$ cat src/rtl/prog_loader.sv
// Program loader: assembles a little-endian byte stream (8-byte start PC header, then
// 32-bit instructions) into instruction-memory writes, then releases the core from reset.
module prog_loader #(
   parameter int IMEM_AW     = 8,
   parameter int RELEASE_CYC = 2
) (
   input  logic               CLK,
   input  logic               reset,
   input  logic               s_valid,
   input  logic [7:0]         s_data,
   input  logic               s_last,
   output logic               s_ready,
   output logic               imem_we,
   output logic [63:0]        imem_addr,
   output logic [31:0]        imem_wdata,
   output logic               proc_resetl,
   output logic [63:0]        startpc,
   output logic               load_done,
   output logic               err,
   output logic [IMEM_AW:0]   word_count
);

   typedef enum logic [2:0] {HDR, BODY, WRITE, RELEASE, RUN, ERR} state_t;

   localparam logic [IMEM_AW:0] DEPTH = {1'b1, {IMEM_AW{1'b0}}};
   localparam int RC_W = (RELEASE_CYC > 1) ? $clog2(RELEASE_CYC) : 1;
   localparam logic [RC_W-1:0] RC_LAST = RC_W'(RELEASE_CYC - 1);

   state_t            state_q, state_d;
   logic [2:0]        hdr_cnt_q, hdr_cnt_d;
   logic [1:0]        byte_idx_q, byte_idx_d;
   logic [31:0]       buf_q, buf_d;
   logic              last_q, last_d;
   logic [RC_W-1:0]   rel_cnt_q, rel_cnt_d;
   logic [63:0]       startpc_q, startpc_d;
   logic [63:0]       addr_q, addr_d;
   logic [31:0]       wdata_q, wdata_d;
   logic [IMEM_AW:0]  wcnt_q, wcnt_d;
   logic              err_q, err_d;
   logic              resetl_q, resetl_d;
   logic              done_q, done_d;
   logic              accept;
   logic [31:0]       word;

   always_ff @(posedge CLK or posedge reset) begin
      if (reset) begin
         state_q    <= HDR;
         hdr_cnt_q  <= '0;
         byte_idx_q <= '0;
         buf_q      <= '0;
         last_q     <= 1'b0;
         rel_cnt_q  <= '0;
         startpc_q  <= '0;
         addr_q     <= '0;
         wdata_q    <= '0;
         wcnt_q     <= '0;
         err_q      <= 1'b0;
         resetl_q   <= 1'b0;
         done_q     <= 1'b0;
      end else begin
         state_q    <= state_d;
         hdr_cnt_q  <= hdr_cnt_d;
         byte_idx_q <= byte_idx_d;
         buf_q      <= buf_d;
         last_q     <= last_d;
         rel_cnt_q  <= rel_cnt_d;
         startpc_q  <= startpc_d;
         addr_q     <= addr_d;
         wdata_q    <= wdata_d;
         wcnt_q     <= wcnt_d;
         err_q      <= err_d;
         resetl_q   <= resetl_d;
         done_q     <= done_d;
      end
   end

   assign s_ready = (state_q == HDR) || (state_q == BODY);
   assign accept  = s_valid && s_ready;

   always_comb begin
      state_d    = state_q;
      hdr_cnt_d  = hdr_cnt_q;
      byte_idx_d = byte_idx_q;
      buf_d      = buf_q;
      last_d     = last_q;
      rel_cnt_d  = rel_cnt_q;
      startpc_d  = startpc_q;
      addr_d     = addr_q;
      wdata_d    = wdata_q;
      wcnt_d     = wcnt_q;
      err_d      = err_q;
      resetl_d   = resetl_q;
      done_d     = done_q;
      word       = buf_q | ({24'b0, s_data} << {byte_idx_q, 3'b000});
      case (state_q)
         HDR: begin
            if (accept) begin
               // Shift in from the top so byte 0 lands in bits 7:0 after eight bytes.
               startpc_d = {s_data, startpc_q[63:8]};
               hdr_cnt_d = hdr_cnt_q + 3'd1;
               if (s_last) begin
                  err_d   = 1'b1;
                  state_d = ERR;
               end else if (hdr_cnt_q == 3'd7) begin
                  if (startpc_d[1:0] != 2'b00) begin
                     err_d   = 1'b1;
                     state_d = ERR;
                  end else begin
                     state_d = BODY;
                  end
               end
            end
         end
         BODY: begin
            if (accept) begin
               if (err_q) begin
                  // Overflowed: swallow the rest of the program until its last byte.
                  if (s_last) state_d = ERR;
               end else if ((byte_idx_q == 2'd3) || s_last) begin
                  byte_idx_d = '0;
                  buf_d      = '0;
                  if (wcnt_q == DEPTH) begin
                     err_d = 1'b1;
                     if (s_last) state_d = ERR;
                  end else begin
                     wdata_d = word;
                     addr_d  = 64'({wcnt_q, 2'b00});
                     last_d  = s_last;
                     state_d = WRITE;
                  end
               end else begin
                  buf_d      = word;
                  byte_idx_d = byte_idx_q + 2'd1;
               end
            end
         end
         WRITE: begin
            wcnt_d    = wcnt_q + 1'b1;
            rel_cnt_d = '0;
            state_d   = last_q ? RELEASE : BODY;
         end
         RELEASE: begin
            if (rel_cnt_q == RC_LAST) begin
               resetl_d = 1'b1;
               done_d   = 1'b1;
               state_d  = RUN;
            end else begin
               rel_cnt_d = rel_cnt_q + 1'b1;
            end
         end
         RUN, ERR: ;
         default: state_d = HDR;
      endcase
   end

   assign imem_we     = (state_q == WRITE);
   assign imem_addr   = addr_q;
   assign imem_wdata  = wdata_q;
   assign proc_resetl = resetl_q;
   assign startpc     = startpc_q;
   assign load_done   = done_q;
   assign err         = err_q;
   assign word_count  = wcnt_q;

endmodule

$ cat config.mk
export PLATFORM = sky130hd
export DESIGN_NAME = prog_loader
export DESIGN_NICKNAME = d
export VERILOG_FILES = /design/src/rtl/prog_loader.sv
export SDC_FILE = /design/constraint.sdc
export NUM_CORES = 1
export LEC_CHECK = 0
export ABC_AREA = 1
export BUFFER_PORTS_ARGS = -buffer_cell sky130_fd_sc_hd__buf_2
export CORE_MARGIN = 1.5
export CORE_UTILIZATION = 30
export DETAILED_ROUTE_END_ITERATION = 10
export PLACE_DENSITY = 0.57
export SKIP_LAST_GASP = 1
export SLEW_MARGIN = 20
export SYNTH_ARGS = -nofsm -noshare
export SYNTH_HDL_FRONTEND = slang
export SYNTH_SLANG_ARGS = --single-unit
$ cat constraint.sdc
create_clock -name CLK -period 13.38 [get_ports CLK]
set_input_delay 0.669 -clock CLK [delete_from_list [all_inputs] [get_ports CLK]]
set_output_delay 0.669 -clock CLK [all_outputs]
set_load 0.005 [all_outputs]
Word-level counts from Yosys, hierarchy flattened:

Index checks and enable logic that the tools add are counted.

* shift operators: 1
* reduce and logical (&&, ||, !) cells: 14
* multiply operators: 0
* div/mod/pow operators: 0
* bitwise logic cells: 4
* muxes and demuxes: 25
* add/subtract/negate cells: 4
* equal/unequal tests: 14
* order comparisons: 0

Operators with widths (number)
* $mux W32: 1
* $or A32 B32 Y32: 1
* $shl A8 B5 Y32: 1
* $mux W3: 10
* $pmux W3 S5: 1
* $reduce_and A5 Y1: 2
* $add A9 B1 Y9 const B: 1
* $eq A3 B3 Y1 const B: 3
* $eq A9 B9 Y1 const B: 1
* $mux W1: 9
* $ne A3 B2 Y1 const B: 3
* $eq A3 B2 Y1 const B: 2
* $ne A2 B2 Y1 const B: 3
* $reduce_and A6 Y1: 1
* $reduce_bool A2 Y1: 3
* $mux W2: 2
* $pmux W1 S2: 2
* $reduce_and A2 Y1: 2
* $add A3 B1 Y3 const B: 1
* $eq A3 B1 Y1 const B: 1
* $logic_not A3 Y1: 1
* $not A1 Y1: 3
* $reduce_and A3 Y1: 1
* $add A2 B1 Y2 const B: 1
* other kinds (5): 6

* logic and storage cells: 74
* input port bits: 12
* bits in latches: 0
* flip-flop bits (word level): 158
* bits in read-only memories: 0
* memories kept: 0
* memory bits (writable): 0

Longest topological paths before layout:

Gate-level depths: netlist (run 1).

* word-level depth: 6
* gate-level depth with buffers: 12
* mapped depth without buffers: 10

Least setup slack after synthesis (run 1):

OpenSTA, ideal clock, no wires.

* kind: register to register
* from: register wcnt_q[0], in the netlist word_count[0]
* to: register wdata_q[25], in the netlist imem_wdata[25]
* data required time: 13263 ps
* library setup time: 117 ps
* clock period less this slack: 1641 ps
* path slack: 11739 ps
* buffers on the path: 2
* arrival: 1524 ps
* stages on the path, launching flop included: 11
* path through: dfrtp_1 inv_1 ha_1 nand2_1 nor2_1 a21oi_2 nand2_2 buf_6 buf_6 nand2_1 nand2_1

* cells in the longest elaborated chain, start to end: 3

RTL lines
* from (decl): RTL line 38 `logic [IMEM_AW:0] wcnt_q, wcnt_d;`
* from (signal assigned): RTL line 70 `wcnt_q <= wcnt_d;`
* $eq A9 B9 Y1: RTL line 122 `if (wcnt_q == DEPTH) begin`
* $not A1 Y1 (no source line)
* $reduce_and A5 Y1 (no source line)
* to (signal assigned): RTL line 69 `wdata_q <= wdata_d;`
* to (decl): RTL line 37 `logic [31:0] wdata_q, wdata_d;`

No other way between the ends.
A chain may end at the register's enable or synchronous reset.

Final worst setup path (run 1):

* from: register byte_idx_q[1]
* to: register wdata_q[4], in the netlist imem_wdata[4]

* cells in the longest elaborated chain, start to end: 3

RTL lines
* from (decl): RTL line 31 `logic [1:0] byte_idx_q, byte_idx_d;`
* from (signal assigned): RTL line 63 `byte_idx_q <= byte_idx_d;`
* parallel branches: the longest is 3 deep, another holds $shl A8 B5 Y32

Parallel ways; which one is timed is not known.

==> reports/qor.txt, run 1 <==
CP Capture Type = register
Vias = 4834
Final hold viol count = 0
CP Launch Type = register
Worst Path Max Fanout = 37
Num CTS Buffers = 17
Sink Count = 158
Synth top area cells = dfrtp_1, mux2_2, nand2_1, buf_4, o21ai_0
Clock Pin Slew Worst Setup and Hold Paths = 0.07 ns
Post-CTS Setup Repair Bufs = 0
Max incr delay on CP = 0.65 ns
# resized after CTS = 0
Unrepaired setup endpoints after global routing = no
#FFs+latches synth = 158
Pwr Density = 219 nW/um^2
CP Depth = 7
Synth Flop Type = dfrtp_1
Cells after synthesis = 683
ANT nets after route = 0
Syn. warnings = 0
Io pins = 186
Initial DRT Pass Iterations = 4
Gr usage total = 13.6%
Fin crit share = 23.8%
Hold/Removal Path Class = in -> async
CP arrival = 3.53 ns
Async S/R FF share, synth = 100%
Synthesized area per cell = 10.4 um^2
Initial DRC Count = 317
Placed Cells = 1104
Critical path cell sequence = ha_1, nor2_2, a21oi_2, nand2_2, buf_4, nand2_1, o21ai_1
Fin crit period = 3.19 ns
Static leakage = 4.15 nW
CP delay by family, top = simple AND/OR/NAND/NOR gates
Hpwl dp = 11500 um
CTS tree = built
H-tree lvl count = 4
Post-synthesis sequential area ratio = 55.8%
RePlAce Congestion = 0.774
Initial antenna violation count = 2
Die width = 157 um
Synthesized cell area = 7080 um^2
Worst-margin pin slew = 0.935 ns
Final setup fails = 0
Avg Vias per Cell = 4.25
Max Transition Viols Final = 0
Max VDD drop = 84.1 uV
Drt drc = 0
Status = finished clean
First-pass GRT wire length = 25500 um
Vias in the first global route = 4543
Worst skew pair latency = 0.42 ns
Fin cells = 1137
Rel. slew slack = 37.6%
Core region area = 23300 um^2
IO buf count = 130
Wirelength per Cell = 14.3 um
Row count = 56
Die ar. = 24500 um^2
Yosys cell types = 33
Worst path required time = 13.72 ns
Layout area overhead = 17.9%
Layout cells sized above 1 = 29.7%
Area leader, netlist = dfrtp_1
Largest net degree at the start of global routing = 85
Drt total wl = 16200 um
CP Buf/Inv Count = 1
Worst Reg-to-Reg Cells = 7
Starting Density = 30.4%
Grt ovf = 0
Max Freq = 314 MHz
Vert. Die Dim = 157 um
Layout Skew = 0.0129 ns
Clk Tree Root Cell = clkbuf_16
Setup TNS = 0 ns
Synth top area share = 55.8%
Nets = 821
EDFF count, synth = 0
# hold bufs at CTS = 0
CP Class = reg -> reg
Max_cap viols = 0
Slowest-stage cell, CP = nor2_2
Clock Path Buffers = 2
Yosys cell counts, types with 2 or more instances:
cell        n
a21oi_1    19
buf_2      10
buf_4      57
buf_6      10
clkbuf_1    8
dfrtp_1   158
ha_1        5
inv_1      56
mux2_2     62
nand2_1   134
nand2_2     3
nand3_1    40
nand4_1     2
nor2_1     13
nor2_2      2
nor2_4      2
nor3_1      3
o21ai_0    43
o21ai_1    16
o21ai_2     4
o21bai_1   17
xor2_1      8
layout by cell type, fill, tap and decap left out, drive strengths merged:
cell	count
mux2	62
a22oi	1
buf	133
a21oi	20
nand2	138
diode	1
conb	55
a31o	1
clkinv	9
o211ai	1
nand3	40
bufinv	3
o21ai	63
nor2	17
o21bai	17
clkinvlp	2
nand4	2
xor2	8
inv	58
nor3	3
a21boi	1
xnor2	1
clkbuf	19
dfrtp	158
ha	5
final cells by class:
cell class / count / area, um^2
Antenna cell: 1 / 2.50
Clock buffer: 19 / 443
Clock inverter: 13 / 164
Fill cell: 2413 / 15000
Inverter: 59 / 231
Multi-Input combinational cell: 435 / 2480
Sequential cell: 158 / 3950
Tap cell: 319 / 399
Timing Repair Buffer: 133 / 673
logic make-up after synthesis:
group / synth area share [%]
fa+ha+maj: 0.883
mux: 9.86
flops: 55.8
simple gates: 11.9
buf+inv: 12.0
compound gates: 8.37
other cells: 0.0530
xor+xnor: 1.11
power breakdown:
part	switching, W	total [W]	internal (W)
Sequential	0.000122	0.000771	0.000649
Combinational	0.000295	0.000565	0.000270
Clock	0.000197	0.000496	0.000299
worst reg2reg max path, cell delays in order (launching register included):
cell,delay [ns]
dfrtp_1,0.59
ha_1,0.32
nor2_2,0.65
a21oi_2,0.34
nand2_2,0.56
buf_4,0.45
nand2_1,0.11
o21ai_1,0.09
stage by stage:
stage	area (um^2)	setup WS, ns	total power [W]	hold slack (ns)	util (%)
after floorplan	7280	8.45	0.00113	0.452	-
after global placement	7740	10.29	0.00134	0.454	33.2
after detailed placement	7740	10.17	0.00136	0.457	33.2
after CTS	8350	10.15	0.00186	0.437	35.8
after global routing	8350	9.91	0.00196	0.462	35.8
final	8350	10.19	0.00183	0.383	35.8
flip-flops by register name (all words and copies together), names as in the netlist:
register	flops
startpc	64
buf_q	32
imem_wdata	32
imem_addr	9
word_count	9
hdr_cnt_q	3
state_q	3
byte_idx_q	2
err	1
last_q	1
load_done	1
rel_cnt_q	1
layer usage:
layer,vias up,track usage [%],wire length [um]
li1,2364,-,-
met3,21,3.71,811
met5,-,0,0
met4,0,5.90,375
met1,2338,18.1,7390
met2,111,20.9,7640
worst paths after layout:
check | from | to | slack (ns)
min | reset | startpc[9] | 0.38
max reg2reg | byte_idx_q[1] | imem_wdata[4] | 10.19
min reg2reg | imem_wdata[29] | imem_wdata[29] | 0.47
max in group asynchronous | reset | startpc[21] | 11.54
max | byte_idx_q[1] | imem_wdata[4] | 10.19
min in group CLK | imem_wdata[29] | imem_wdata[29] | 0.47
Power figures use the tool's default switching activity.
==> inputs of run 2 (changes only) <==
==> constraint.sdc (replaced) <==
create_clock -name CLK -period 3 [get_ports CLK]
set_input_delay 0.15 -clock CLK [delete_from_list [all_inputs] [get_ports CLK]]
set_output_delay 0.15 -clock CLK [all_outputs]
set_load 0.005 [all_outputs]
==> run 2 against run 1 <==
- final cell count grew 0.26%
- total power rose to 4.6 times the previous value
- sequential share of layout area shrank 0.77 points
- combinational power grew to 4.5 times the previous value
- worst setup slack worse by 9.5 ns
- die area is the same
- critical endpoint is now imem_wdata[31]
==> reports/qor.txt, run 2 (synthesis results as in run 1) <==
P_sw = 0.00271 W
Worst skew pair latency = 0.41 ns
P_int = 0.00569 W
Clock Path Buffers = 2
CP arrival = 2.61 ns
Drt drc = 0
Sink Count = 158
Largest net degree at the start of global routing = 72
Max_cap viols = 0
Pwr Density = 989 nW/um^2
Gr usage total = 13.8%
Placed Cells = 1107
Max Transition Viols Final = 0
Part of the power in registers = 40.9%
CP Class = reg -> reg
Slowest-stage cell, CP = dfrtp_1
Post-CTS Setup Repair Bufs = 0
Util after Layout = 36.4%
Vias in the first global route = 4619
IO buf count = 130
Most frequent cells in the layout = dfrtp_1, nand2_1, buf_2
Worst path required time = 3.29 ns
Clk Tree Root Cell = clkbuf_16
# resized after CTS = 0
Drt total wl = 16300 um
Vert. Die Dim = 157 um
H-tree lvl count = 4
Fin crit share = 77.4%
CP Capture Type = register
Nets = 825
Fin cells = 1140
ANT nets after route = 0
Fin crit period = 2.32 ns
Io pins = 186
Rel. slew slack = 53.5%
Final hold viol count = 0
Worst Path Max Fanout = 51
Vias = 4818
Worst-margin pin slew = 0.696 ns
Avg Vias per Cell = 4.23
Initial antenna violation count = 0
Initial DRT Pass Iterations = 5
Status = finished clean
Die width = 157 um
Layout Skew = 0.00713 ns
Die ar. = 24500 um^2
Grt ovf = 0
# diodes = 0
Starting Density = 30.4%
CP Buf/Inv Count = 3
Layout cells sized above 1 = 30.0%
Clk pwr share = 28.6%
RePlAce Congestion = 0.804
Max Freq = 431 MHz
CP Launch Type = register
Critical path cell sequence = inv_2, nor2_4, nand2_2, nor2_4, nand2_4, clkinv_4, nand2_2, buf_12, nand2_1, o21ai_0
Setup TNS = 0 ns
Final setup fails = 0
Hold/Removal Path Class = in -> reg
Hold Worst Slack = 0.0421 ns
Switching part of the total = 32.3%
Core region area = 23300 um^2
CP delay by family, top = simple AND/OR/NAND/NOR gates
Hpwl dp = 11700 um
Static leakage = 4.22 nW
Row count = 56
Max VDD drop = 391 uV
Max incr delay on CP = 0.47 ns
Layout area overhead = 19.9%
Largest register FFs = 64
Most common cell after layout, fill and taps aside = dfrtp_1
Num CTS Buffers = 17
CTS tree = built
First-pass GRT wire length = 25700 um
Clock Pin Slew Worst Setup and Hold Paths = 0.06 ns
Unrepaired setup endpoints after global routing = no
Comb power frac = 30.5%
Wirelength per Cell = 14.3 um
Initial DRC Count = 274
[run 2: layer usage]
layer / wire length, um / vias to the layer above / track usage, %
met5: 0 / - / 0
li1: - / 2365 / -
met1: 7420 / 2320 / 17.7
met4: 274 / 0 / 4.76
met3: 736 / 20 / 3.82
met2: 7910 / 113 / 22.2
[run 2: worst reg2reg max path, cell delays in order (launching register included)]
cell and delay, ns:
dfrtp_1 0.47, inv_2 0.10, nor2_4 0.14, nand2_2 0.09
nor2_4 0.13, nand2_4 0.16, clkinv_4 0.28, nand2_2 0.35
buf_12 0.30, nand2_1 0.09, o21ai_0 0.08
[run 2: power by group through the flow]
stage / Combinational (W) / Clock, W / Sequential, W
2_1_floorplan: 0.00165 / 0 / 0.00339
3_3_place_gp: 0.00257 / 0 / 0.00345
3_5_place_dp: 0.00260 / 0 / 0.00349
4_1_cts: 0.00262 / 0.00246 / 0.00345
5_1_grt: 0.00287 / 0.00255 / 0.00356
6_report: 0.00256 / 0.00240 / 0.00343
[run 2: layout make-up]
| class | count | area (um^2) |
|---|---|---|
| clock buffers | 22 | 484 |
| inverters | 59 | 230 |
| clock inverters | 10 | 181 |
| flip-flops and latches | 158 | 3950 |
| fillers | 2386 | 14800 |
| multi-input cells | 435 | 2480 |
| repair buffers | 137 | 756 |
| well taps | 319 | 399 |
[run 2: final timing paths]
| path | startpoint | endpoint | slack, ns | cells past startpoint |
|---|---|---|---|---|
| setup / recovery | state_q[0] | imem_wdata[31] | 0.68 | 10 |
| hold reg to reg | imem_wdata[28] | imem_wdata[28] | 0.47 | 2 |
| setup reg to reg | state_q[0] | imem_wdata[31] | 0.68 | 10 |
| hold / removal | s_data[0] | startpc[56] | 0.04 | 2 |
| max in group asynchronous | reset | imem_wdata[7] | 1.96 | 4 |
| min in group asynchronous | reset | startpc[0] | 0.32 | 3 |
[run 2: repair_timing]
item	in CTS	in global routing
hold buffers	1	0
endpoints found under the setup margin	0	0
hold endpoints to repair	18	0
[run 2: metrics by stage]
step,setup slack (ns),power [W],area [um^2]
final,0.679,0.00839,8490
after global routing,0.451,0.00899,8490
after CTS,0.663,0.00854,8490
after detailed placement,0.680,0.00609,7810
after global placement,0.746,0.00602,7810
after floorplan,0.849,0.00504,7290
==> inputs of run 3 (changes only) <==
--- a/config.mk
+++ b/config.mk
@@ -5,12 +5,12 @@
 export SDC_FILE = /design/constraint.sdc
 export NUM_CORES = 1
 export LEC_CHECK = 0
-export ABC_AREA = 1
+export ABC_AREA = 0
 export BUFFER_PORTS_ARGS = -buffer_cell sky130_fd_sc_hd__buf_2
 export CORE_MARGIN = 1.5
 export CORE_UTILIZATION = 30
 export DETAILED_ROUTE_END_ITERATION = 10
-export PLACE_DENSITY = 0.57
+export PLACE_DENSITY = 0.59
 export SKIP_LAST_GASP = 1
 export SLEW_MARGIN = 20
 export SYNTH_ARGS = -nofsm -noshare
==> constraint.sdc (replaced) <==
create_clock -name CLK -period 2.1 [get_ports CLK]
set_input_delay 0.105 -clock CLK [delete_from_list [all_inputs] [get_ports CLK]]
set_output_delay 0.105 -clock CLK [all_outputs]
set_load 0.005 [all_outputs]
==> run 3 against run 2 <==
- core utilization is 1.8 points higher
- final area is 1.0% lower
- count of clock-buffer cells in the layout is 2 lower
- final cell count is 14% lower
- fmax is 19% higher
- register-to-register slack worse by 0.53 ns
- clock power is 33% higher
- critical path type unchanged
- critical endpoint is now last_q
==> reports/qor.txt, run 3 <==
Post-synthesis sequential area ratio = 58.1%
#FFs+latches synth = 158
GR peak layer = met2
Clock Path Buffers = 2
Die width = 154 um
Largest register FFs = 64
Synth top area share = 58.1%
Synthesized cell area = 6810 um^2
GR Util met3 = 3.24%
CTS tree = built
Post-route cell area = 8400 um^2
Max VDD drop = 463 uV
Worst r2r dst = last_q
Num CTS Buffers = 17
Critical path startpoint = word_count[1]
Layout area overhead = 23.4%
Grt ovf = 0
Setup crit end = last_q
Clk Tree Root Cell = clkbuf_16
Initial DRT Pass Iterations = 4
Footprint of the multi-input gates = 2410 um^2
Fin crit period = 1.95 ns
Starting Density = 30.9%
Post-synthesis compound-gate area fraction = 12.7%
Sequential cell area = 3950 um^2
Io pins = 186
Critical path cell sequence = inv_1, ha_1, or4bb_1, nor2_2, or2_4, buf_12, mux2_2
CP Class = reg -> reg
Largest net degree at the start of global routing = 60
Setup TNS = 0 ns
Drt total wl = 15900 um
CP arrival = 2.25 ns
XOR/XNOR share of the synthesized area = 1.16%
Yosys cell types = 46
Worst skew pair latency = 0.42 ns
Worst reg2reg setup slack = 0.15 ns
Sink Count = 158
Hold/Removal Path Class = in -> reg
Max Freq = 512 MHz
Static leakage = 4.51 nW
Synth Flop Type = dfrtp_1
Dpl ws = 0.0479 ns
Status = finished clean
Met1 usage in global routing = 18.8%
Util after Layout = 38.1%
Rel. slew slack = 55.6%
Fin cells = 984
Met2 usage = 21.9%
Pwr Density = 760 nW/um^2
Initial antenna violation count = 0
Max incr delay on CP = 0.43 ns
EDFF count, synth = 0
Vias = 4521
Simple-gate area share of the yosys netlist = 3.95%
RePlAce Congestion = 0.774
Mux contribution to synthesized area = 13.5%
Fin worst setup slack = 0.148 ns
Cells after synthesis = 546
Wirelength per Cell = 16.2 um
Worst Path Max Fanout = 12
FF-to-FF Start = word_count[1]
Post-Synth Adder-Cell Area = 0.919%
Synth top area cells = dfrtp_1, mux2_2, buf_4, o21ai_0, a22o_1
Worst-margin pin slew = 0.665 ns
Initial DRC Count = 275
Syn. warnings = 0
IO buf count = 130
# diodes = 0
Unrepaired setup endpoints after global routing = no
Worst path required time = 2.40 ns
Fillcell total = 2178
Final hold viol count = 0
Gr usage total = 14.0%
Worst Reg-to-Reg Cells = 7
Drt drc = 0
Fin crit share = 92.9%
Vias in the first global route = 4512
Most frequent cells in the layout = dfrtp_1, buf_2, mux2_2
Area leader, netlist = dfrtp_1
Core region area = 22000 um^2
CP Launch Type = register
Clock Pin Slew Worst Setup and Hold Paths = 0.06 ns
First-pass GRT wire length = 25700 um
Hpwl dp = 10800 um
H-tree lvl count = 4
Avg Vias per Cell = 4.59
Nets = 709
Die ar. = 23600 um^2
Synthesized area per cell = 12.5 um^2
Placed Cells = 950
Vert. Die Dim = 154 um
Max Transition Viols Final = 0
Layout cells sized above 1 = 39.3%
Count leader, synth = dfrtp_1
CP Capture Type = register
ANT nets after route = 0
DP Area = 7740 um^2
Slowest-stage cell, CP = or4bb_1
Layout Skew = 0.0101 ns
Most common cell after layout, fill and taps aside = dfrtp_1
Post-synth top cells = dfrtp_1, mux2_2, buf_4, o21ai_0, a21oi_1
Largest family of logic cells by synthesized area = multiplexers
Max_cap viols = 0
Async S/R FF share, synth = 100%
Final setup fails = 0
Row count = 54
==> run 3: cell types whose count changed in the layout (fill, tap and decap cells not counted), sizes merged, moves of 29 or more <==
cell / delta
buf: +29
nand3: -39
nand2: -128
a22o: +32
inv: -44
==> run 3: timing repair <==
action / CTS / global route
hold endpoints to repair: 19 / 0
hold buffers: 1 / 0
gates resized for setup: 0 / 3
endpoints found under the setup margin: 0 / 30
buffers inserted: 0 / 1
==> run 3: power breakdown <==
part	internal [W]	leakage (nW)	total, W	switching (W)
Sequential	0.00304	2.15	0.00304	0
Combinational	0.0000284	2.07	0.000155	0.000127
Clock	0.00198	0.290	0.00318	0.00120
Total	0.00505	4.51	0.00638	0.00133
==> run 3: layer usage <==
layer,vias to the layer above,part of all wire [%]
met5,-,0
met4,0,1.4
met3,15,4.0
met2,146,48
met1,2263,46
li1,2097,-
==> run 3: worst min-delay path by stage <==
stage | start | endpoint | slack [ns] | cells past startpoint
floorplan | s_last | last_q | 0.26 | 1
CTS | s_valid | err | 0.04 | 2
global placement | reset | startpc[22] | 0.24 | 2
detailed placement | reset | startpc[22] | 0.23 | 2
finish | s_valid | err | 0.06 | 2
global route | s_valid | err | 0.06 | 2
==> run 3: cells by family (layout without fill, tap and decap cells) <==
kind of cell               Yosys count  in the layout
other                                1             55
xor gates and xnor gates             9              9
DFF                                158            158
and+or+nand+nor                     43             43
buffers and inverters              108            212
muxes                               81             81
adders and majority gates            5              5
AOI/OAI and AO/OA                  141            141
==> run 3: stage by stage <==
step                total power (W)  hold slack [ns]
floorplan                   0.00327            0.255
global placement            0.00326            0.236
detailed placement          0.00326            0.231
CTS                         0.00649           0.0369
global route                0.00664           0.0618
finish                      0.00638           0.0603
==> run 3: critical path: cells and delay by family (launching register included) <==
kind	cells	cell delay, ns
simple gates	3	0.73
buf+inv	2	0.26
flops	1	0.37
mux	1	0.34
fa+ha+maj	1	0.14
==> run 3: final cells by class <==
| cell class | count | share of cell area (%) |
|---|---|---|
| Clock buffer | 20 | 5.20 |
| Clock inverter | 11 | 2.00 |
| Inverter | 14 | 0.670 |
| Multi-Input combinational cell | 334 | 28.7 |
| Sequential cell | 158 | 47.1 |
| Tap cell | 280 | 4.17 |
| Timing Repair Buffer | 167 | 12.2 |
